`config.mk`:
```
export PLATFORM = sky130hd
export DESIGN_NAME = mult_seq_ctrl
export DESIGN_NICKNAME = d
export VERILOG_FILES = /design/src/rtl/mult_seq_ctrl_pkg.sv /design/src/rtl/mult_seq_ctrl_add32.sv /design/src/rtl/mult_seq_ctrl.sv
export SDC_FILE = /design/constraint.sdc
export NUM_CORES = 1
export LEC_CHECK = 0
export BUFFER_PORTS_ARGS = -buffer_cell sky130_fd_sc_hd__buf_4
export CAP_MARGIN = 40
export CORE_ASPECT_RATIO = 0.75
export CORE_MARGIN = 2
export CORE_UTILIZATION = 50
export CTS_BUF_LIST = sky130_fd_sc_hd__clkbuf_8
export CTS_CLUSTER_DIAMETER = 50
export DETAILED_ROUTE_END_ITERATION = 16
export PLACE_DENSITY_LB_ADDON = 0.3
export SLEW_MARGIN = 20
export SYNTH_ARGS = -nofsm -noshare
export SYNTH_HDL_FRONTEND = slang
export SYNTH_HIERARCHICAL = 1
export SYNTH_SLANG_ARGS = --single-unit
```
`constraint.sdc`:
```
create_clock -name clk_i -period 15.1 [get_ports clk_i]
set_input_delay 3.02 -clock clk_i [delete_from_list [all_inputs] [get_ports clk_i]]
set_output_delay 3.02 -clock clk_i [all_outputs]
set_load 0.005 [all_outputs]
```
`src/rtl/mult_seq_ctrl_pkg.sv`:
```
// ---------------------------------------------------------------------------
// mult_seq_ctrl_pkg
//   Shared definitions for the sequential MULT/MULTU controller:
//   - 3-bit FSM state encoding (localparams plus the typed enum built on them)
//   - iteration count and counter width
//   - fixed start-to-done latencies for unsigned and signed operations
//   - small helper that tells whether a state counts as busy
// ---------------------------------------------------------------------------
package mult_seq_ctrl_pkg;

    localparam int unsigned ITERS = 32;
    localparam int unsigned CNT_W = 5;

    // Edges from the start-sampling edge to the edge after which done is high
    localparam int unsigned LAT_U = 32;
    localparam int unsigned LAT_S = 36;

    localparam logic [2:0] ST_IDLE   = 3'd0;
    localparam logic [2:0] ST_NEG_A  = 3'd1;
    localparam logic [2:0] ST_NEG_B  = 3'd2;
    localparam logic [2:0] ST_ITER   = 3'd3;
    localparam logic [2:0] ST_NEG_LO = 3'd4;
    localparam logic [2:0] ST_NEG_HI = 3'd5;
    localparam logic [2:0] ST_DONE   = 3'd6;

    typedef enum logic [2:0] {
        StIdle  = ST_IDLE,
        StNegA  = ST_NEG_A,
        StNegB  = ST_NEG_B,
        StIter  = ST_ITER,
        StNegLo = ST_NEG_LO,
        StNegHi = ST_NEG_HI,
        StDone  = ST_DONE
    } state_e;

    function automatic logic is_busy_state(input state_e st);
        return (st != StIdle) && (st != StDone);
    endfunction

endpackage

```
`src/rtl/mult_seq_ctrl_add32.sv`:
```
// ---------------------------------------------------------------------------
// mult_seq_ctrl_add32
//   Plain 32-bit ripple-carry adder with no carry-in. Shared by every step of
//   the multiply sequence (operand negation, accumulate, result negation).
//
//   x_i      in  32  first operand
//   y_i      in  32  second operand
//   sum_o    out 32  x_i + y_i, low 32 bits
//   carry_o  out 1   carry out of bit 31
// ---------------------------------------------------------------------------
module mult_seq_ctrl_add32 (
    input  logic [31:0] x_i,
    input  logic [31:0] y_i,
    output logic [31:0] sum_o,
    output logic        carry_o
);

    always_comb begin
        logic carry;
        carry = 1'b0;
        sum_o = '0;
        for (int i = 0; i < 32; i++) begin
            sum_o[i] = x_i[i] ^ y_i[i] ^ carry;
            carry    = (x_i[i] & y_i[i]) | (carry & (x_i[i] ^ y_i[i]));
        end
        carry_o = carry;
    end

endmodule

```
`src/rtl/mult_seq_ctrl.sv`:
```
// ---------------------------------------------------------------------------
// mult_seq_ctrl
//   Multi-cycle shift-and-add multiplier controller for MIPS MULT/MULTU.
//   One shared 32-bit adder is sequenced to build a 64-bit {hi, lo} product.
//   Signed operands are converted to magnitudes first (NEG_A, NEG_B) and the
//   result is negated afterwards (NEG_LO, NEG_HI) when the signs differ.
//   Latency is fixed: 32 edges unsigned, 36 edges signed.
//
//   clk_i        in  1   rising-edge clock
//   rst_i        in  1   asynchronous reset, active-high
//   start_i      in  1   request; only honoured in IDLE or DONE
//   is_signed_i  in  1   1 = MULT, 0 = MULTU; sampled with start_i
//   a_i          in  32  multiplicand; sampled with start_i
//   b_i          in  32  multiplier; sampled with start_i
//   busy_o       out 1   high in every state except IDLE and DONE
//   done_o       out 1   one-cycle pulse, high while in DONE
//   hi_o         out 32  product bits [63:32]
//   lo_o         out 32  product bits [31:0]
// ---------------------------------------------------------------------------
module mult_seq_ctrl #(
    parameter int unsigned WIDTH = 32,  // only 32 supported (fixed adder)
    parameter int unsigned ITERS = 32   // must equal WIDTH
) (
    input  logic             clk_i,
    input  logic             rst_i,
    input  logic             start_i,
    input  logic             is_signed_i,
    input  logic [WIDTH-1:0] a_i,
    input  logic [WIDTH-1:0] b_i,
    output logic             busy_o,
    output logic             done_o,
    output logic [WIDTH-1:0] hi_o,
    output logic [WIDTH-1:0] lo_o
);

    import mult_seq_ctrl_pkg::*;

    localparam logic [CNT_W-1:0] CntLast = CNT_W'(ITERS - 1);

    state_e             state_q, state_d;
    logic [WIDTH-1:0]   mcand_q;
    logic [WIDTH-1:0]   hi_q;
    logic [WIDTH-1:0]   lo_q;
    logic [CNT_W-1:0]   cnt_q;
    logic               sgn_q;
    logic               neg_res_q;
    logic               c_q;
    logic               busy_q;
    logic               done_q;

    logic [WIDTH-1:0]   add_x;
    logic [WIDTH-1:0]   add_y;
    logic [WIDTH-1:0]   add_sum;
    logic               add_co;
    logic               accept;

    // start is only honoured when no operation is in flight
    assign accept = start_i && ((state_q == StIdle) || (state_q == StDone));

    // Adder operands depend on the state alone
    always_comb begin
        add_x = '0;
        add_y = '0;
        unique case (state_q)
            StNegA: begin
                add_x = ~mcand_q;
                add_y = WIDTH'(1);
            end
            StNegB, StNegLo: begin
                add_x = ~lo_q;
                add_y = WIDTH'(1);
            end
            StIter: begin
                add_x = hi_q;
                add_y = mcand_q;
            end
            StNegHi: begin
                add_x = ~hi_q;
                add_y = {{(WIDTH-1){1'b0}}, c_q};
            end
            default: ;
        endcase
    end

    mult_seq_ctrl_add32 u_add32 (
        .x_i     (add_x),
        .y_i     (add_y),
        .sum_o   (add_sum),
        .carry_o (add_co)
    );

    always_comb begin
        state_d = state_q;
        unique case (state_q)
            StIdle, StDone: begin
                if (accept) begin
                    state_d = is_signed_i ? StNegA : StIter;
                end else begin
                    state_d = StIdle;
                end
            end
            StNegA:  state_d = StNegB;
            StNegB:  state_d = StIter;
            StIter: begin
                if (cnt_q == CntLast) begin
                    state_d = sgn_q ? StNegLo : StDone;
                end
            end
            StNegLo: state_d = StNegHi;
            StNegHi: state_d = StDone;
            default: state_d = StIdle;
        endcase
    end

    always_ff @(posedge clk_i or posedge rst_i) begin
        if (rst_i) begin
            state_q   <= StIdle;
            mcand_q   <= '0;
            hi_q      <= '0;
            lo_q      <= '0;
            cnt_q     <= '0;
            sgn_q     <= 1'b0;
            neg_res_q <= 1'b0;
            c_q       <= 1'b0;
            busy_q    <= 1'b0;
            done_q    <= 1'b0;
        end else begin
            state_q <= state_d;
            // Outputs registered from the next state so they track state_q exactly
            busy_q  <= is_busy_state(state_d);
            done_q  <= (state_d == StDone);

            unique case (state_q)
                StIdle, StDone: begin
                    if (accept) begin
                        mcand_q   <= a_i;
                        lo_q      <= b_i;
                        sgn_q     <= is_signed_i;
                        neg_res_q <= is_signed_i & (a_i[WIDTH-1] ^ b_i[WIDTH-1]);
                        hi_q      <= '0;
                        cnt_q     <= '0;
                    end
                end
                StNegA: begin
                    // 0x80000000 maps to itself and is then read as unsigned 2^31
                    if (mcand_q[WIDTH-1]) begin
                        mcand_q <= add_sum;
                    end
                end
                StNegB: begin
                    if (lo_q[WIDTH-1]) begin
                        lo_q <= add_sum;
                    end
                end
                StIter: begin
                    // Multiplier bits shift out of lo while product bits shift in
                    if (lo_q[0]) begin
                        {hi_q, lo_q} <= {add_co, add_sum, lo_q[WIDTH-1:1]};
                    end else begin
                        {hi_q, lo_q} <= {1'b0, hi_q, lo_q[WIDTH-1:1]};
                    end
                    cnt_q <= cnt_q + 1'b1;
                end
                StNegLo: begin
                    // Carry out of ~lo + 1 ripples into the upper half
                    if (neg_res_q) begin
                        lo_q <= add_sum;
                        c_q  <= add_co;
                    end else begin
                        c_q  <= 1'b0;
                    end
                end
                StNegHi: begin
                    if (neg_res_q) begin
                        hi_q <= add_sum;
                    end
                end
                default: ;
            endcase
        end
    end

    assign busy_o = busy_q;
    assign done_o = done_q;
    assign hi_o   = hi_q;
    assign lo_o   = lo_q;

endmodule

```
==> results of run 1 <==
## cell families (layout without fill, tap and decap cells)
group	count (synthesis)	after routing	share of synthesized area, %
simple gates	308	308	17.2
compound gates	269	269	21.6
buf+inv	126	207	7.17
flops	109	109	33.1
mux	98	98	12.6
fa+ha+maj	34	34	7.98
xor+xnor	3	3	0.319
## routing by layer
layer / up-vias / global-route usage (%) / routed length, µm
met1: 3617 / 42.5 / 11300
met5: - / 0 / 0
met2: 404 / 37.9 / 9830
met3: 36 / 6.82 / 2530
met4: 0 / 8.72 / 514
li1: 3540 / - / -
## metrics by stage
| stage | setup slack [ns] | cells | hold slack, ns | area, µm² |
|---|---|---|---|---|
| after global placement | 1.04 | 1215 | 0.483 | 9210 |
| after CTS | 0.702 | 1237 | 0.521 | 9550 |
| after global routing | 0.0449 | 1238 | 0.547 | 9550 |
| after floorplan | 1.31 | 947 | 0.446 | 8250 |
| after detailed placement | 0.733 | 1221 | 0.493 | 9320 |
| final | 0.527 | 1238 | 0.513 | 9550 |
## synthesized netlist by cell type (2+ instances only)
master / n / area share [%]
buf_1: 5 / 0.23
mux2i_1: 57 / 6.9
nand3_1: 36 / 2.2
a211o_1: 11 / 1.2
o311ai_0: 21 / 2.2
clkbuf_1: 32 / 1.5
a21oi_1: 59 / 3.6
a21o_1: 2 / 0.18
o22ai_1: 13 / 0.99
nand2_1: 105 / 4.8
xor2_1: 2 / 0.21
a22o_1: 19 / 2.0
ha_1: 3 / 0.46
buf_6: 4 / 0.55
nand3b_1: 16 / 1.5
nand2b_1: 5 / 0.38
nor2b_1: 4 / 0.30
fa_1: 31 / 7.5
mux2_2: 40 / 5.5
dfrtp_1: 109 / 33
nor3b_1: 19 / 1.7
nor2_2: 2 / 0.15
a221o_1: 19 / 2.3
and2_1: 14 / 1.1
buf_2: 38 / 2.3
o21ai_1: 16 / 0.97
inv_1: 36 / 1.6
a32o_1: 11 / 1.3
nor2_1: 99 / 4.5
a22oi_1: 3 / 0.27
o21ai_0: 58 / 3.5
buf_4: 11 / 1.0
a31oi_1: 31 / 2.4
## flip-flops by register name, indices dropped and copies added, names as in the netlist
register and cells:
cnt_q 5, hi_o 32, state_q 3, mcand_q 32, done_o 1, busy_o 1, neg_res_q 1, sgn_q 1
lo_o 32, c_q 1
## worst max-delay path: cells and delay by family, from the launching register on
family | cells | cell delay, ns
and+or+nand+nor | 2 | 0.50
AOI/OAI and AO/OA | 4 | 0.49
DFF | 1 | 0.49
buffers and inverters | 4 | 0.34
xor gates and xnor gates | 1 | 0.29
adders and majority gates | 32 | 12.37
## power breakdown
part | internal (mW) | switching (mW) | total (mW)
combinational | 0.861 | 1.10 | 1.96
clock | 0.0948 | 0.104 | 0.199
sequential | 0.435 | 0.156 | 0.591
total | 1.39 | 1.36 | 2.75
## path summary, 6_finish.rpt
| check | startpoint | end | slack [ns] | cells after the start |
|---|---|---|---|---|
| worst min-delay path | cnt_q[2] | cnt_q[2] | 0.51 | 1 |
| max in group asynchronous | rst_i | lo_o[0] | 11.41 | 4 |
| worst max register to register | state_q[1] | hi_o[30] | 0.53 | 43 |
| min in group asynchronous | rst_i | cnt_q[3] | 2.63 | 2 |
| worst max-delay path | state_q[1] | hi_o[30] | 0.53 | 43 |
| worst min register to register | cnt_q[2] | cnt_q[2] | 0.51 | 1 |
## cell type report
cell class              count  area, µm²  share of cell area, %
flip-flops and latches    109       2740                   28.6
well taps                 210        263                   2.75
multi-input cells         712       4970                   52.0
clock buffers              13        179                   1.87
clock inverters             3       42.5                  0.445
inverters                  36        138                   1.44
repair buffers            155       1230                   12.8
==> impl_metrics.toml, run 1 <==
[run_status]
status = "completed"

[floorplan]
initial_core_util_pct = 51.3
dieArea_um2 = 17600
die_y_um = 115
rows = 40
boundaryPins = 134
coreArea_um2 = 16100
die_w_um = 152

[sta]
max_freq_mhz = 68.6
setup_viol = 0
fin_tns_setup_ns = 0
tightest_slew_ns = 0.893
slew_viol_final = 0
period_share_pct = 96.5
final_hold_viol_count = 0
rsz0062_at_grt = "no"
skew_ns = 0.00877
finalCriticalPeriod_ns = 14.57
relSlewSlack_pct = 40.3

[cts]
cts.sinks = 109
clock_latency_ns = 0.39
clockBufferDepth = 2
cts.hold.buffers_added = 0
cts_resized = 0
clk_pin_slew_ns = 0.10
post-cts-setup-buffer-count = 0
cts_tree = "done"
cts_buffers = 9
h-tree-depth = 3
root_buffer = "clkbuf_8"

[critical_path]
cp_data_required_time_ns = 15.42
crit_fanout = 23
critPathMaxStageDelay_ns = 0.49
crit_top_cell = "fa_1"
slowest_stage = "dfrtp_4"
end_kind = "flip-flop"
arrival_ns = 14.90
critPathKind = "flip-flop to flip-flop"
start_kind = "flip-flop"

[synth]
postSynthAreaPerCell_um2 = 8.71
synthesis.area_um2 = 8250
postSynth.asyncResetShare_pct = 100
synth_cells = 947
synth_edf_count = 0
synth_seq_cells = 109
ys_seq_area_share_pct = 33.1
synth_flop_cell = "dfrtp_1"
syn-num-nets = 1049
yosysWarnings = 6
ys_types = 49

[global_routing]
globalRouteTotalUtil_pct = 27.6
grt_max_degree = 68
antenna_found_initial = 0
grt_pass1_wl_um = 38400
grt_overflow = 0
grt_pass1_vias = 7001

[finish]
nFillCells = 1433
nets = 1125
layout_commonest_cell = "buf_4"
layout-drive-gt1-share_pct = 21.7
diodes = 0
areaGrowthSynthToFinish_pct = 15.8
final_cell_mix = "buf_4 (150), nand2_1 (105), dfrtp_1 (105)"
fin_util_pct = 59.5

[route]
first_pass_iters = 6
via_per_inst = 6.14
drt_iter0_drc = 844
post-route-drc-count = 0
ant_nets = 0
wl_per_cell_um = 19.5
route.final.wire_length_um = 24200
dr_total_vias = 7597

[place]
dp_hpwl_um = 16700
place.gp.congestion = 0.877
port_buffers = 133

[worst_hold_path]
hp-class = "flip-flop to flip-flop"

[flow_run]
maxCapViolCount = 0

[power_and_ir_drop]
cellPowerDensity_nw_per_um2 = 288
p_leak_nw = 4.28
total_power_mw = 2.75
vdd_drop_max_mv = 0.122
(Power assumes the default switching activity.)
==> run 2: changes to the inputs <==
--- a/config.mk
+++ b/config.mk
@@ -13,6 +13,7 @@
 export CTS_BUF_LIST = sky130_fd_sc_hd__clkbuf_8
 export CTS_CLUSTER_DIAMETER = 50
 export DETAILED_ROUTE_END_ITERATION = 16
+export GPL_TIMING_DRIVEN = 0
 export PLACE_DENSITY_LB_ADDON = 0.3
 export SLEW_MARGIN = 20
 export SYNTH_ARGS = -nofsm -noshare
==> run 2 against run 1 <==
Setup slack lost 0.18 ns. Combinational power rose by 5%. Non-clock buffer count rose by 71. Final area increased by 2.7%. Sequential share of layout area fell by 0.80 points. Sequential cell count did not move. Final cell count grew 5.7%. Register-to-register slack got worse by 0.18 ns. Hold slack better by 0.0068 ns. Global-route usage is 5.9 points higher. First-iteration DRC count grew 27%. Critical path type unchanged. Highest routed layer unchanged.
==> impl_metrics.toml, run 2 (same netlist as run 1, synthesis figures left out) <==
[run_status]
status = "completed"

[finish]
regArea_um2 = 2730
nFillCells = 1414
nets = 1196
multiInputGateArea_um2 = 4960
diodes = 0
layout_commonest_cell = "buf_4"
areaGrowthSynthToFinish_pct = 19.0
final_cell_mix = "buf_4 (149), dfrtp_1 (108), nand2_1 (105)"
layout-drive-gt1-share_pct = 23.5
design_area_um2 = 9810

[route]
wl_per_cell_um = 22.2
route.final.wire_length_um = 29000
ant_nets = 0
via_per_inst = 6.46
dr_total_vias = 8453
drt_iter0_drc = 1070
first_pass_iters = 6
post-route-drc-count = 0

[floorplan]
coreArea_um2 = 16100
die_w_um = 152
initial_core_util_pct = 51.3
boundaryPins = 134
rows = 40
dieArea_um2 = 17600
die_y_um = 115

[power_and_ir_drop]
p_leak_nw = 4.47
vdd_drop_max_mv = 0.131
switching_share_pct = 50.6
p_comb_share_pct = 72.4
seq_power_share_pct = 20.7
power_frac_clock_pct = 6.9
p_sw_mw = 1.44
internal_power_mw = 1.40
cellPowerDensity_nw_per_um2 = 290

[place]
port_buffers = 133
place.gp.congestion = 0.977
placed_area_um2 = 9540
dp_hpwl_um = 21000

[sta]
fin_tns_setup_ns = 0
relSlewSlack_pct = 41.8
skew_ns = 0.0186
finalCriticalPeriod_ns = 14.76
final_hold_viol_count = 0
tightest_slew_ns = 0.867
period_share_pct = 97.7
slew_viol_final = 0
setup_viol = 0
max_freq_mhz = 67.8

[critical_path]
rrSetupSlack_ns = 0.34
crit_top_cell = "fa_1"
arrival_ns = 15.09
r2r_cells = 46
cp_data_required_time_ns = 15.43
r2r_end = "hi_o[30]"
end_kind = "flip-flop"
crit_end = "hi_o[30]"
crit_path_start = "state_q[1]"
timing.rr.start = "state_q[1]"
start_kind = "flip-flop"
critPathKind = "flip-flop to flip-flop"
critPathMaxStageDelay_ns = 0.52
crit_fanout = 11
slowest_stage = "dfrtp_4"

[cts]
h-tree-depth = 3
root_buffer = "clkbuf_8"
clk_pin_slew_ns = 0.10
clock_latency_ns = 0.42
clockBufferDepth = 2
cts.sinks = 109
cts_tree = "done"
cts.hold.buffers_added = 0
cts_buffers = 9

[global_routing]
grt_pass1_vias = 8015
grt_overflow = 0
grt_pass1_wl_um = 45700
globalRouteTotalUtil_pct = 33.6
antenna_found_initial = 0
grt_max_degree = 66

[flow_run]
maxCapViolCount = 0

[worst_hold_path]
hp-class = "flip-flop to flip-flop"
==> run 2: cell count changes in the layout (fill, tap and decap cells not counted), sizes merged <==
cell      delta
buf         +37
clkbuf      +30
clkinvlp     +1
inv          +3
==> run 2: through the flow <==
stage               instances  hold WS [ns]  setup slack [ns]  total power [mW]  utilization [%]
CTS                      1307         0.522             0.104              2.76             60.7
floorplan                 947         0.446              1.31              1.94                -
finish                   1309         0.520             0.343              2.84             61.1
global route             1309         0.546          -0.00157              3.06             61.1
detailed placement       1291         0.504             0.190              2.56             59.4
global placement         1290         0.485             0.197              2.52             59.2
==> run 2: metal layers <==
| layer | part of all wire, % | vias to the layer above | GRT usage (%) | wire length, µm |
|---|---|---|---|---|
| met3 | 14 | 89 | 9.23 | 4010 |
| met5 | 0 | - | 0 | 0 |
| met2 | 42 | 674 | 48.7 | 12100 |
| met4 | 2.8 | 0 | 10.8 | 811 |
| li1 | - | 3680 | - | - |
| met1 | 42 | 4010 | 48.8 | 12100 |
==> run 2: power by group through the flow <==
stage | logic, mW | clock network (mW) | registers, mW
4_1_cts | 1.99 | 0.197 | 0.581
3_5_place_dp | 1.98 | 0 | 0.585
6_report | 2.06 | 0.195 | 0.589
3_3_place_gp | 1.94 | 0 | 0.581
5_1_grt | 2.24 | 0.208 | 0.603
2_1_floorplan | 1.40 | 0 | 0.541
==> run 2: worst min-delay path by stage <==
stage              from        to  depth (start not counted)  slack (ns)
2_1_floorplan     sgn_q     sgn_q                          2        0.45
5_1_grt        cnt_q[2]  cnt_q[2]                          1        0.55
6_report       cnt_q[2]  cnt_q[2]                          1        0.52
3_3_place_gp   cnt_q[2]  cnt_q[2]                          1        0.49
4_1_cts        cnt_q[2]  cnt_q[2]                          1        0.52
3_5_place_dp   cnt_q[2]  cnt_q[2]                          1        0.50
==> run 2: layout make-up <==
class                   instances  area share, %
plain buffers                  87           4.62
flip-flops and latches        109           27.8
repair buffers                139           10.8
clock inverters                 7          0.816
well taps                     210           2.68
multi-input cells             712           50.5
clock buffers                   9           1.26
inverters                      36           1.43
==> run 2: repair_timing <==
item | in CTS | in global routing
gates resized for setup | 0 | 15
setup buffers | 0 | 5
endpoints found under the setup margin | 0 | 5
==> run 2: worst max-delay path: cells and delay by family (launching register included) <==
kind	cells	cell delay, ns
AOI/OAI and AO/OA	5	0.60
adders and majority gates	32	12.34
buffers and inverters	7	1.05
DFF	1	0.52
muxes	1	0.12
and+or+nand+nor	1	0.06
